==> src/rtl/uk101_pkg.sv <==
// Shared types and ASCII constants for the UK101 text-load path.
package uk101_pkg;

   typedef enum logic [1:0] {
      ST_IDLE    = 2'd0,
      ST_PRESENT = 2'd1,
      ST_GAP     = 2'd2
   } state_t;

   localparam logic [7:0] ASCII_CR = 8'h0D;
   localparam logic [7:0] ASCII_LF = 8'h0A;
   localparam int         GAP_W    = 23;

   // LF becomes CR so BASIC sees a line end; the UK101 has no use for bit 7.
   function automatic logic [7:0] translate_byte(input logic [7:0] b);
      return (b == ASCII_LF) ? ASCII_CR : {1'b0, b[6:0]};
   endfunction

endpackage

==> src/rtl/sync_fifo.sv <==
// Single-clock FIFO with level output, flush, and same-cycle push/pop.
module sync_fifo #(
   parameter int WIDTH = 8,
   parameter int DEPTH = 16
) (
   input  logic                     clk_sys,
   input  logic                     reset,
   input  logic                     flush,
   input  logic                     push,
   input  logic [WIDTH-1:0]         din,
   input  logic                     pop,
   output logic [WIDTH-1:0]         dout,
   output logic [$clog2(DEPTH):0]   level,
   output logic                     empty,
   output logic                     full
);

   localparam int               AW       = $clog2(DEPTH);
   localparam logic [AW:0]      FULL_LVL = (AW+1)'(DEPTH);

   logic [WIDTH-1:0] mem [DEPTH];
   logic [AW-1:0]    wr_ptr;
   logic [AW-1:0]    rd_ptr;
   logic             do_push;
   logic             do_pop;

   assign empty   = (level == '0);
   assign full    = (level == FULL_LVL);
   assign do_pop  = pop & ~empty;
   // A pop frees the slot in the same cycle, so a full FIFO still accepts.
   assign do_push = push & (~full | do_pop);
   assign dout    = mem[rd_ptr];

   always_ff @(posedge clk_sys) begin
      if (reset || flush) begin
         wr_ptr <= '0;
         rd_ptr <= '0;
         level  <= '0;
      end else begin
         if (do_push) wr_ptr <= wr_ptr + 1'b1;
         if (do_pop)  rd_ptr <= rd_ptr + 1'b1;
         case ({do_push, do_pop})
            2'b10:   level <= level + 1'b1;
            2'b01:   level <= level - 1'b1;
            default: level <= level;
         endcase
      end
   end

   always_ff @(posedge clk_sys) begin
      if (do_push) mem[wr_ptr] <= din;
   end

endmodule

==> src/rtl/txt_load_sequencer.sv <==
// Feeds an HPS text download into the UK101 serial receive path, one byte at
// a time with idle gaps so BASIC keeps up with typed-in program lines.
module txt_load_sequencer
   import uk101_pkg::*;
#(
   parameter int         CHAR_GAP   = 100_000,
   parameter int         LINE_GAP   = 5_000_000,
   parameter int         FIFO_DEPTH = 16,
   parameter logic [7:0] TXT_INDEX  = 8'd0
) (
   input  logic        clk_sys,
   input  logic        reset,
   input  logic        enable,
   input  logic        ioctl_download,
   input  logic        ioctl_wr,
   input  logic [7:0]  ioctl_index,
   input  logic [7:0]  ioctl_dout,
   output logic        ioctl_wait,
   output logic [7:0]  rx_data,
   output logic        rx_valid,
   input  logic        rx_ready,
   output logic        busy,
   output logic        overflow,
   output logic [15:0] byte_count
);

   localparam int               LW          = $clog2(FIFO_DEPTH) + 1;
   localparam logic [LW-1:0]    WAIT_LVL    = LW'(FIFO_DEPTH - 2);
   localparam logic [GAP_W-1:0] CHAR_RELOAD = GAP_W'(CHAR_GAP - 1);
   localparam logic [GAP_W-1:0] LINE_RELOAD = GAP_W'(LINE_GAP - 1);

   state_t           state;
   logic [GAP_W-1:0] gap_cnt;
   logic             dl_q;
   logic             prev_cr;
   logic             idx_match;
   logic             dl_start;
   logic             accept;
   logic             lf_drop;
   logic             push;
   logic             pop;
   logic [7:0]       fifo_dout;
   logic [LW-1:0]    fifo_level;
   logic             fifo_empty;
   logic             fifo_full;

   assign idx_match = (ioctl_index == TXT_INDEX);
   assign dl_start  = ioctl_download & ~dl_q & idx_match;
   assign accept    = ioctl_download & ioctl_wr & enable & idx_match;
   // The CR tracker is already considered cleared in the download-start cycle.
   assign lf_drop   = (ioctl_dout == ASCII_LF) & prev_cr & ~dl_start;
   assign push      = accept & ~lf_drop;
   assign pop       = (state == ST_PRESENT) & enable & rx_ready;

   assign rx_valid  = (state == ST_PRESENT) & enable;
   assign rx_data   = rx_valid ? fifo_dout : 8'h00;
   assign busy      = (ioctl_download & idx_match) | ~fifo_empty | (state != ST_IDLE);

   sync_fifo #(
      .WIDTH (8),
      .DEPTH (FIFO_DEPTH)
   ) u_fifo (
      .clk_sys (clk_sys),
      .reset   (reset),
      .flush   (~enable),
      .push    (push),
      .din     (translate_byte(ioctl_dout)),
      .pop     (pop),
      .dout    (fifo_dout),
      .level   (fifo_level),
      .empty   (fifo_empty),
      .full    (fifo_full)
   );

   always_ff @(posedge clk_sys) begin
      if (reset) begin
         dl_q       <= 1'b0;
         prev_cr    <= 1'b0;
         overflow   <= 1'b0;
         byte_count <= '0;
         ioctl_wait <= 1'b0;
      end else begin
         dl_q       <= ioctl_download;
         // Lags the level by a cycle; the two spare slots absorb in-flight writes.
         ioctl_wait <= (fifo_level >= WAIT_LVL);
         if (accept)        prev_cr <= (ioctl_dout == ASCII_CR);
         else if (dl_start) prev_cr <= 1'b0;
         if (push && fifo_full && !pop) overflow <= 1'b1;
         else if (dl_start)             overflow <= 1'b0;
         if (dl_start) byte_count <= '0;
         else if (pop) byte_count <= byte_count + 16'd1;
      end
   end

   always_ff @(posedge clk_sys) begin
      if (reset) begin
         state   <= ST_IDLE;
         gap_cnt <= '0;
      end else begin
         case (state)
            ST_IDLE: begin
               if (!fifo_empty && enable) state <= ST_PRESENT;
            end
            ST_PRESENT: begin
               if (!enable) begin
                  state <= ST_IDLE;
               end else if (rx_ready) begin
                  gap_cnt <= (fifo_dout == ASCII_CR) ? LINE_RELOAD : CHAR_RELOAD;
                  state   <= ST_GAP;
               end
            end
            ST_GAP: begin
               if (gap_cnt == '0) state <= (!fifo_empty && enable) ? ST_PRESENT : ST_IDLE;
               else               gap_cnt <= gap_cnt - 1'b1;
            end
            default: state <= ST_IDLE;
         endcase
      end
   end

endmodule
==> config.mk <==
export PLATFORM = sky130hd
export DESIGN_NAME = txt_load_sequencer
export DESIGN_NICKNAME = d
export VERILOG_FILES = /design/src/rtl/uk101_pkg.sv /design/src/rtl/sync_fifo.sv /design/src/rtl/txt_load_sequencer.sv
export SDC_FILE = /design/constraint.sdc
export NUM_CORES = 1
export LEC_CHECK = 0
export BUFFER_PORTS_ARGS = -buffer_cell sky130_fd_sc_hd__buf_2
export CAP_MARGIN = 20
export CORE_UTILIZATION = 45
export CTS_CLUSTER_DIAMETER = 60
export DETAILED_ROUTE_END_ITERATION = 10
export GPL_ROUTABILITY_DRIVEN = 0
export PLACE_DENSITY = 0.64
export SYNTH_ARGS = -nofsm -noshare
export SYNTH_HDL_FRONTEND = slang
export SYNTH_SLANG_ARGS = --single-unit
export TNS_END_PERCENT = 5
==> constraint.sdc <==
create_clock -name clk_sys -period 5.3 [get_ports clk_sys]
set_input_delay 1.06 -clock clk_sys [delete_from_list [all_inputs] [get_ports clk_sys]]
set_output_delay 1.06 -clock clk_sys [all_outputs]
set_load 0.1 [all_outputs]
==> summary.md, run 1 <==
| Metric | Value |
|---|---|
| Die area | 17300 um^2 |
| Final setup vio count | 0 |
| IO buf count | 48 |
| P_int | 2.15 mW |
| TritonCTS Buffers | 17 |
| Root buffer cell | clkbuf_16 |
| Cell taking the most area after synthesis | edfxtp_1 |
| Max-slew violations | 0 |
| Place WS | 1.34 ns |
| Vias | 4843 |
| Top cells by count, synth | edfxtp_1, nor2_1, dfxtp_1 |
| Hold buffer count at CTS | 0 |
| Post-Route WL | around 16000 um |
| R2R Setup Slk | ~2.4 ns |
| Post-CTS resize count | 0 |
| Vias in the first global route | approximately 4700 |
| Warnings, synthesis | 0 |
| Slew headroom | between 30 and 40% |
| CTS tree | built |
| Crit path largest cell delay | 0.91 ns |
| Post-Syn Nets | ~600 |
| Synthesized area per cell | 13.2 um^2 |
| Worst skew pair latency | 0.43 ns |
| Critical Path End Type | primary output |
| Leak | 2.98 nW |
| Fmax | around 0.26 GHz |
| Critical path class | reg2out |
| CP Data Arrival Time | about 2.8 ns |
| Seq/Total Area, Yosys | about 61% |
| Hold WS | around 0.47 ns |
| Vias/cell | 5.73 |
| Die height | approximately 130 um |
| Worst-path clk slew | approximately 0.060 ns |
| Chip width | 131 um |
| Count leader, synth | edfxtp_1 |
| Area grow syn2layout | 13.3% |
| CTS H-tree lvls | 4 |
| Post-synth EDFFs | 112 |
| Max-Cap Viols | 0 |
| Post-route DRC violation count | 0 |
| Ys async rst share | 0% |
| Post-synth cell types | 68 |
| Slowest CP cell | dfxtp_1 |
| Global Route Usage Sum | between 10% and 20% |
| Global-route wire length before repair | 25500 um |
| CP Buf/Inv Count | 2 |
| Overall power | 2.72 mW |
| TNS Setup | 0 ns |
| CP delay by family, top | flip-flops |
| Switching share of power | a little over a fifth |
| Largest net degree at the start of global routing | 29 |
| HPWL Detailed | 10500 um |
| Clk sinks | 174 |
| Cell Rows | 46 |
| Total congestion overflow | 0 |
| Initial antenna violation count | 1 |
| Critical path cell sequence | buf_4 -> mux4_1 -> a22o_1 -> nor2_1 -> nor2_1 -> buf_2 |
| Synth top area share | 44.6% |
| Most used cell, CP | nor2_1 |
| FF+latch count, synth | ~170 |
| Ys flop type | edfxtp_1 |
| Worst Path Required | between 4 and 5 ns |
| Postcts setup bufs | 0 |
| Clock skew | 0.0128 ns |
| CP max FO | 19 |
| Tcrit/Tclk final | a little over 70% |
| Top post-synthesis cells by area | edfxtp_1, dfxtp_1, mux4_1 |
| Netlist Area Pre-Place | 7530 um^2 |
| Core Region | 16100 um^2 |
| Critical Path Start Type | register |
| Mapped Cells | 571 |
| Worst-case clock buffer depth | 2 |
| Routed Antenna Nets | 0 |
| Clock Power Share | between 40% and 50% |
| Final hold vios | 0 |
| Status | completed |
| Ports | 50 |
| Reg power frac | a little over half |
| Initial core utilization | 46.7% |
| Worst Slack Setup Final | 1.45 ns |
| Initial drt markers | between 600 and 700 |
| Min Clock Period, post-route | 3.85 ns |
| 1st-pass router iterations | 5 |
| Hold crit path type | reg2reg |
| Wirelength per Cell | 19.0 um |
| Final net count | around 650 |
| Share of layout cells above drive strength 1 | 17.7% |
| Worst-Margin Slew | 0.917 ns |
| RSZ-0062 raised after global routing | false |
| Peak VDD IR | 0.247 mV |
| P_sw | about 0.57 mW |
| Total power per unit cell area | about 320 nW/um^2 |
| Combinational cell fraction of total power | 1.4% |
[tightest hold or removal path: cells and delay by family (launching register included)]
family / cells / cell delay (ns)
AO/OA/AOI/OAI: 1 / 0.06
flip-flops: 1 / 0.31
buffers and inverters: 1 / 0.05
[worst paths after layout]
| path | from | endpoint | cells past startpoint |
|---|---|---|---|
| max reg2reg | state[0] | u_fifo.level[2] | 9 |
| min reg2reg | overflow | overflow | 2 |
| max | register | rx_data[3] | 6 |
| min | overflow | overflow | 2 |
[routing by layer]
layer	GRT usage [%]	vias up	part of all wire [%]
met4	7.95	0	1.8
met5	0	-	0
li1	-	2269	-
met2	32.0	110	50
met1	25.4	2445	45
met3	3.13	19	3.1
[state kept, by name (all words and copies together), names as in the netlist, named ones only]
register       count
ioctl_wait         1
overflow           1
u_fifo.rd_ptr      4
gap_cnt           23
u_fifo.level       5
state              2
u_fifo.wr_ptr      4
prev_cr            1
byte_count        16
dl_q               1
u_fifo.mem       112
[final cells by class]
| class | count | area (um^2) |
|---|---|---|
| inverter | 7 | 26.3 |
| clock buffer | 17 | 425 |
| fill | 1364 | 7580 |
| sequential | 174 | 4600 |
| timing repair buffer | 57 | 315 |
| multi-input combinational | 360 | 2740 |
| antenna | 1 | 2.50 |
| tap | 216 | 270 |
| clock inverter | 13 | 155 |
[power by group through the flow]
stage               registers, mW  logic (mW)  clock network [mW]
floorplan                    1.47      0.0209                   0
global placement             1.47      0.0355                   0
detailed placement           1.47      0.0382                   0
CTS                          1.44      0.0383                1.26
global route                 1.44      0.0420                1.32
finish                       1.44      0.0380                1.24
[kinds of logic after synthesis]
group / Yosys count / share of synthesized area (%)
AOI/OAI and AO/OA: 84 / 7.87
xor gates and xnor gates: 35 / 4.07
adders and majority gates: 10 / 1.66
buffers and inverters: 37 / 2.54
DFF: 174 / 61.1
muxes: 29 / 9.25
other: 1 / 0.0498
and+or+nand+nor: 201 / 13.4
[placed cells by master (no fill, tap or decap), types with 13 or more instances in the layout]
cell | synthesis | routed
buf_2 | 5 | 48
a21oi_1 | 23 | 23
clkbuf_16 | 0 | 17
xnor2_1 | 16 | 16
xor2_1 | 19 | 19
nor3_1 | 14 | 14
nand3_1 | 13 | 13
edfxtp_1 | 112 | 112
nor2_1 | 76 | 76
dfxtp_1 | 62 | 62
nand2_1 | 32 | 32
mux4_1 | 15 | 15
mux4_2 | 13 | 13
[stage by stage]
stage                     cell area [um^2]  cells  util (%)
after floorplan                       7530    571         -
after CTS                             8510    842      52.8
after detailed placement              7930    812      49.2
final                                 8540    845      53.0
after global placement                7920    811      49.2
after global routing                  8540    845      53.0
Note: power is estimated with default switching activity, not from simulation.
==> run 2: changes to the inputs <==
- ABC_AREA: unset -> 1
- PLACE_DENSITY: 0.64 -> 0.66
- clock period: 5.3 -> 3.45 ns (I/O delays scaled with it)
==> run 2 against run 1 <==
Non-clock buffer count up 13. Sequential power up 53%. Register-to-register slack worse by 1.4 ns. Clock skew down 0.0021 ns. Wire length up 11%. Final area up 7.8%. Clock power up 56%. Critical path type unchanged. Largest power group unchanged. Highest routed layer unchanged.
==> summary.md, run 2 <==
| Metric | Value |
|---|---|
| Status | completed |
| Top post-synthesis cells by area | edfxtp_1, dfxtp_1, inv_1 |
| DP Area | 8610 um^2 |
| Initial antenna violation count | 0 |
| Cell taking the most area after synthesis | edfxtp_1 |
| Ports | 50 |
| Core Region | between 15000 and 20000 um^2 |
| Hold WS | 0.457 ns |
| Post-synth cell types | 43 |
| R2R Setup Slk | between 1 and 1.5 ns |
| Slew headroom | 52.3% |
| Largest register FFs | 112 |
| Ys async rst share | 0% |
| Die height | around 140 um |
| P_sw | 0.850 mW |
| Initial drt markers | 466 |
| Critical path cell sequence | buf_4 -> o211ai_1 -> nand3_1 -> nand3_1 -> nand2_1 -> inv_1 -> nor2_1 -> buf_2 |
| Routed Antenna Nets | 0 |
| Largest net degree at the start of global routing | 53 |
| TritonCTS Buffers | 17 |
| FF+latch count, synth | 174 |
| Worst-case clock buffer depth | 2 |
| Post-Syn Nets | 911 |
| Design area | ~9200 um^2 |
| Final hold vios | 0 |
| Postcts setup bufs | 0 |
| Combinational cell fraction of total power | 1.7% |
| Total power per unit cell area | 459 nW/um^2 |
| CTS H-tree lvls | 4 |
| P_int | 3.37 mW |
| Post-route DRC violation count | 0 |
| Place WS | between 0.5 and 0.6 ns |
| Area grow syn2layout | 14.4% |
| IO buf count | between 40 and 50 |
| Max-slew violations | 0 |
| Slowest CP cell | dfxtp_2 |
| Antenna fix cells | 0 |
| Root buffer cell | clkbuf_16 |
| CP Data Arrival Time | 2.39 ns |
| Cell Rows | 48 |
| Most flop-heavy register | u_fifo.mem |
| Worst-Margin Slew | about 0.71 ns |
| Hold buffer count at CTS | 0 |
| Synthesized area per cell | around 9.2 um^2 |
| Worst skew pair latency | around 0.43 ns |
| CP delay by family, top | buffers and inverters |
| Clk sinks | 174 |
| Warnings, synthesis | 0 |
| Worst-path clk slew | roughly 0.06 ns |
| Most common cell after layout, fill and taps aside | inv_1 |
| CTS tree | built |
| Tcrit/Tclk final | between 80% and 90% |
| Switching share of power | 20.1% |
| Fmax | 0.325 GHz |
| Hold crit path type | reg2reg |
| Peak VDD IR | 0.355 mV |
| Final net count | 967 |
| Clock skew | 0.0107 ns |
| Max-Cap Viols | 0 |
| Critical Path End Type | primary output |
| Post-CTS resize count | 0 |
| RSZ-0062 raised after global routing | false |
| Min Clock Period, post-route | about 3.1 ns |
| Global Route Usage Sum | 20.6% |
| CP max FO | 25 |
| Leak | 3.76 nW |
| Crit path largest cell delay | 0.69 ns |
| Initial core utilization | 46.4% |
| Vias | 6026 |
| Commonest cells after routing, fill and taps aside | inv_1, nand2_1, edfxtp_1 |
| Synth top area share | approximately two fifths |
| Global-route wire length before repair | about 28000 um |
| Seq/Total Area, Yosys | 57.2% |
| Netlist Area Pre-Place | 8050 um^2 |
| Worst Slack Setup Final | 0.375 ns |
| Biggest regs | u_fifo.mem x112, gap_cnt x23, byte_count x16 |
| Count leader, synth | inv_1 |
| Vias in the first global route | between 5000 and 6000 |
| CP Buf/Inv Count | 3 |
| Ys flop type | edfxtp_1 |
| Die area | roughly 18000 um^2 |
| Vias/cell | 5.14 |
| Mapped Cells | 879 |
| Reg power frac | approximately 52% |
| Final setup vio count | 0 |
| HPWL Detailed | between 10000 and 15000 um |
| Worst Path Required | ~2.8 ns |
| Critical path class | reg2out |
| Share of layout cells above drive strength 1 | 13.0% |
| Top cells by count, synth | inv_1, nand2_1, edfxtp_1 |
| 1st-pass router iterations | 7 |
| Clock Power Share | between 40% and 50% |
| Most used cell, CP | nand3_1 |
| Post-synth EDFFs | 112 |
| Critical Path Start Type | register |
| Chip width | around 140 um |
| Post-Route WL | 17800 um |
| Total congestion overflow | 0 |
| Wirelength per Cell | 15.1 um |
## run 2: changes by cell type after synthesis, moves of 8 or more
cell      previous run  this run
nand3_1             13        76
inv_1                7       131
nor2_1              76        84
nand2_1             32       130
o211ai_1             0        29
o21ai_0              7        55
nand2b_1             9         0
xnor2_1             16         5
buf_2                5        13
a22o_1              11         0
mux4_1              15         0
a21oi_1             23        65
xor2_1              19         9
mux4_2              13         0
## run 2: final timing paths
path / from / end / cells past startpoint
max: register / rx_data[5] / 8
min: gap_cnt[0] / gap_cnt[0] / 1
max reg2reg: state[0] / u_fifo.mem[1][2] / 8
min reg2reg: gap_cnt[0] / gap_cnt[0] / 1
## run 2: area by class of cell
cell class,instances,area [um^2]
well taps,225,282
inverters,135,512
repair buffers,70,443
flip-flops and latches,174,4610
clock buffers,19,433
clock inverters,13,164
multi-input cells,537,2760
fillers,1508,8150
## run 2: kinds of logic after synthesis
group	Yosys count	share of synthesized area [%]
other	1	0.0466
buffers and inverters	168	8.47
AO/OA/AOI/OAI	172	12.1
AND/OR/NAND/NOR	340	19.1
adder cells (fa/ha/maj)	10	1.55
XOR/XNOR	14	1.52
flip-flops	174	57.2
## run 2: stage by stage
| step | power [mW] | instances | utilization (%) | TNS [ns] |
|---|---|---|---|---|
| 2_1_floorplan | 2.29 | 879 | - | -1.46 |
| 6_report | 4.22 | 1173 | 53.0 | 0 |
| 4_1_cts | 4.25 | 1173 | 53.0 | 0 |
| 3_5_place_dp | 2.33 | 1141 | 49.6 | 0 |
| 5_1_grt | 4.33 | 1173 | 53.0 | 0 |
| 3_3_place_gp | 2.33 | 1141 | 49.6 | 0 |
## run 2: power groups by stage
stage               logic (mW)  clock network, mW  registers, mW
global route            0.0770               2.05           2.21
detailed placement      0.0702                  0           2.26
floorplan               0.0363                  0           2.26
CTS                     0.0702               1.97           2.21
global placement        0.0699                  0           2.26
finish                  0.0700               1.94           2.21
## run 2: worst reg2reg max path: cells and delay by family, from the launching register on
family,cells,cell delay (ns)
and+or+nand+nor,7,1.45
buffers and inverters,1,0.22
DFF,1,0.37
## run 2: routing by layer
| layer | up-vias | global-route usage (%) | wire length, um |
|---|---|---|---|
| li1 | 3075 | - | - |
| met1 | 2770 | 29.2 | 8590 |
| met2 | 161 | 30.8 | 7890 |
| met3 | 20 | 4.83 | 1010 |
| met4 | 0 | 6.68 | 264 |
| met5 | - | 0 | 0 |
==> run 3: changes to the inputs <==
- CORE_ASPECT_RATIO: unset -> 2
==> run 3 against run 2 <==
Critical path depth is the same. Sequential cell count is the same. Critical endpoint unchanged. Final area barely moved. Die area is 0.17% higher.
==> summary.md, run 3 (synthesized netlist as in run 2, its figures left out) <==
| Metric | Value |
|---|---|
| Initial drt markers | 271 |
| Antenna fix cells | 0 |
| Vias | 6167 |
| Hold crit path type | reg2reg |
| Wirelength per Cell | 16.4 um |
| Ports | 50 |
| Critical Path End Type | primary output |
| Fill count | 1656 |
| Final setup vio count | 0 |
| Critical path cell sequence | buf_12 -> o211ai_1 -> nand3_1 -> nand3_1 -> nand2_1 -> inv_1 -> nor2_1 -> buf_2 |
| HPWL Detailed | roughly 14000 um |
| Worst skew pair latency | 0.42 ns |
| Final hold vios | 0 |
| Die height | 191 um |
| CP max FO | 56 |
| Initial core utilization | 46.4% |
| Global Route Usage Sum | 22.5% |
| GR Layer Usage met1 | 23.0% |
| Vias in the first global route | 5934 |
| Total power per unit cell area | ~460 nW/um^2 |
| TritonCTS Buffers | 17 |
| Post-Route WL | between 15000 and 20000 um |
| Most used cell, CP | nand3_1 |
| Chip width | 96.6 um |
| Die area | 18500 um^2 |
| Largest register FFs | 112 |
| Hold WS | ~0.46 ns |
| Met3 usage | 3.78% |
| Biggest regs | u_fifo.mem x112, gap_cnt x23, byte_count x16 |
| Root buffer cell | clkbuf_16 |
| Clk sinks | 174 |
| Vias/cell | 5.30 |
| Routed Antenna Nets | 0 |
| CTS tree | built |
| Most flop-heavy register | u_fifo.mem |
| Worst Path Required | 2.76 ns |
| CP delay by family, top | buffers and inverters |
| Worst-Margin Slew | 0.787 ns |
| Slowest CP cell | dfxtp_4 |
| CP Data Arrival Time | 2.50 ns |
| Status | completed |
| Fmax | 0.314 GHz |
| Area grow syn2layout | 14.4% |
| Clock skew | 0.0123 ns |
| Peak VDD IR | between 0.3 and 0.4 mV |
| Cell Rows | 68 |
| Max-slew violations | 0 |
| Met2 Use GR | ~42% |
| Final net count | 972 |
| Min Clock Period, post-route | 3.19 ns |
| Leak | 3.79 nW |
| Max-Cap Viols | 0 |
| Initial antenna violation count | 0 |
| Critical Path Start Type | register |
| Postcts setup bufs | 0 |
| 1st-pass router iterations | 5 |
| Commonest cells after routing, fill and taps aside | inv_1, nand2_1, edfxtp_1 |
| Crit path largest cell delay | 0.63 ns |
| Slew headroom | between 40% and 50% |
| RSZ-0062 raised after global routing | false |
| Tcrit/Tclk final | approximately 92% |
| Share of layout cells above drive strength 1 | approximately 14% |
| Total congestion overflow | 0 |
| Post-route DRC violation count | 0 |
| Largest net degree at the start of global routing | between 50 and 60 |
| Layout Utilization | approximately 53% |
| Critical path class | reg2out |
| Core Region | 17400 um^2 |
| Worst-path clk slew | about 0.070 ns |
| CTS H-tree lvls | 4 |
| CP Buf/Inv Count | 3 |
| Global-route wire length before repair | 30300 um |
| Worst-case clock buffer depth | 2 |
| IO buf count | 48 |
| Most common cell after layout, fill and taps aside | inv_1 |
| Busiest layer in global routing | met2 |
==> run 3: metrics by stage <==
| stage | setup TNS [ns] | total power, mW | setup WS (ns) | cell area [um^2] | std cells |
|---|---|---|---|---|---|
| 3_5_place_dp | 0 | 2.33 | 0.430 | 8610 | 1131 |
| 2_1_floorplan | -1.46 | 2.29 | -0.296 | 8050 | 879 |
| 4_1_cts | 0 | 4.25 | 0.211 | 9210 | 1163 |
| 5_1_grt | 0 | 4.33 | 0.0829 | 9210 | 1163 |
| 6_report | 0 | 4.22 | 0.262 | 9210 | 1163 |
| 3_3_place_gp | 0 | 2.33 | 0.462 | 8610 | 1131 |
==> run 3: area by class of cell <==
| cell class | count | area, um^2 | area share [%] |
|---|---|---|---|
| clock inverters | 15 | 171 | 1.86 |
| flip-flops and latches | 174 | 4610 | 50.0 |
| inverters | 135 | 512 | 5.56 |
| clock buffers | 17 | 425 | 4.62 |
| multi-input cells | 537 | 2760 | 30.0 |
| repair buffers | 75 | 468 | 5.08 |
| well taps | 210 | 263 | 2.85 |
==> run 3: tightest hold or removal path, stage by stage (launching register included) <==
cell and delay, ns:
dfxtp_1 0.31, nand2_1 0.06, a21oi_1 0.05
==> run 3: path summary, 6_finish.rpt <==
path	startpoint	endpoint	slack [ns]	cells past startpoint
worst min register to register	prev_cr	prev_cr	0.46	2
worst min-delay path	prev_cr	prev_cr	0.46	2
worst max register to register	state[0]	u_fifo.mem[15][2]	1.00	8
worst max-delay path	register	rx_data[5]	0.26	8
==> run 3: repair_timing <==
action | 4_1_cts | 5_1_grt
resized for setup | 1 | 0
endpoints found under the setup margin | 1 | 0
hold buffers | 0 | 0
==> run 3: power by group <==
part,internal (mW),switching [mW]
Clock,1.09,0.845
Combinational,0.0176,0.0542
Sequential,2.21,0.000190
==> run 3: per-layer routing <==
metal / routed length (um) / up-vias / share of wire, %
met5: 0 / - / 0
li1: - / 3085 / -
met2: 10900 / 146 / 57
met3: 546 / 39 / 2.9
met1: 6880 / 2897 / 36
met4: 763 / 0 / 4.0
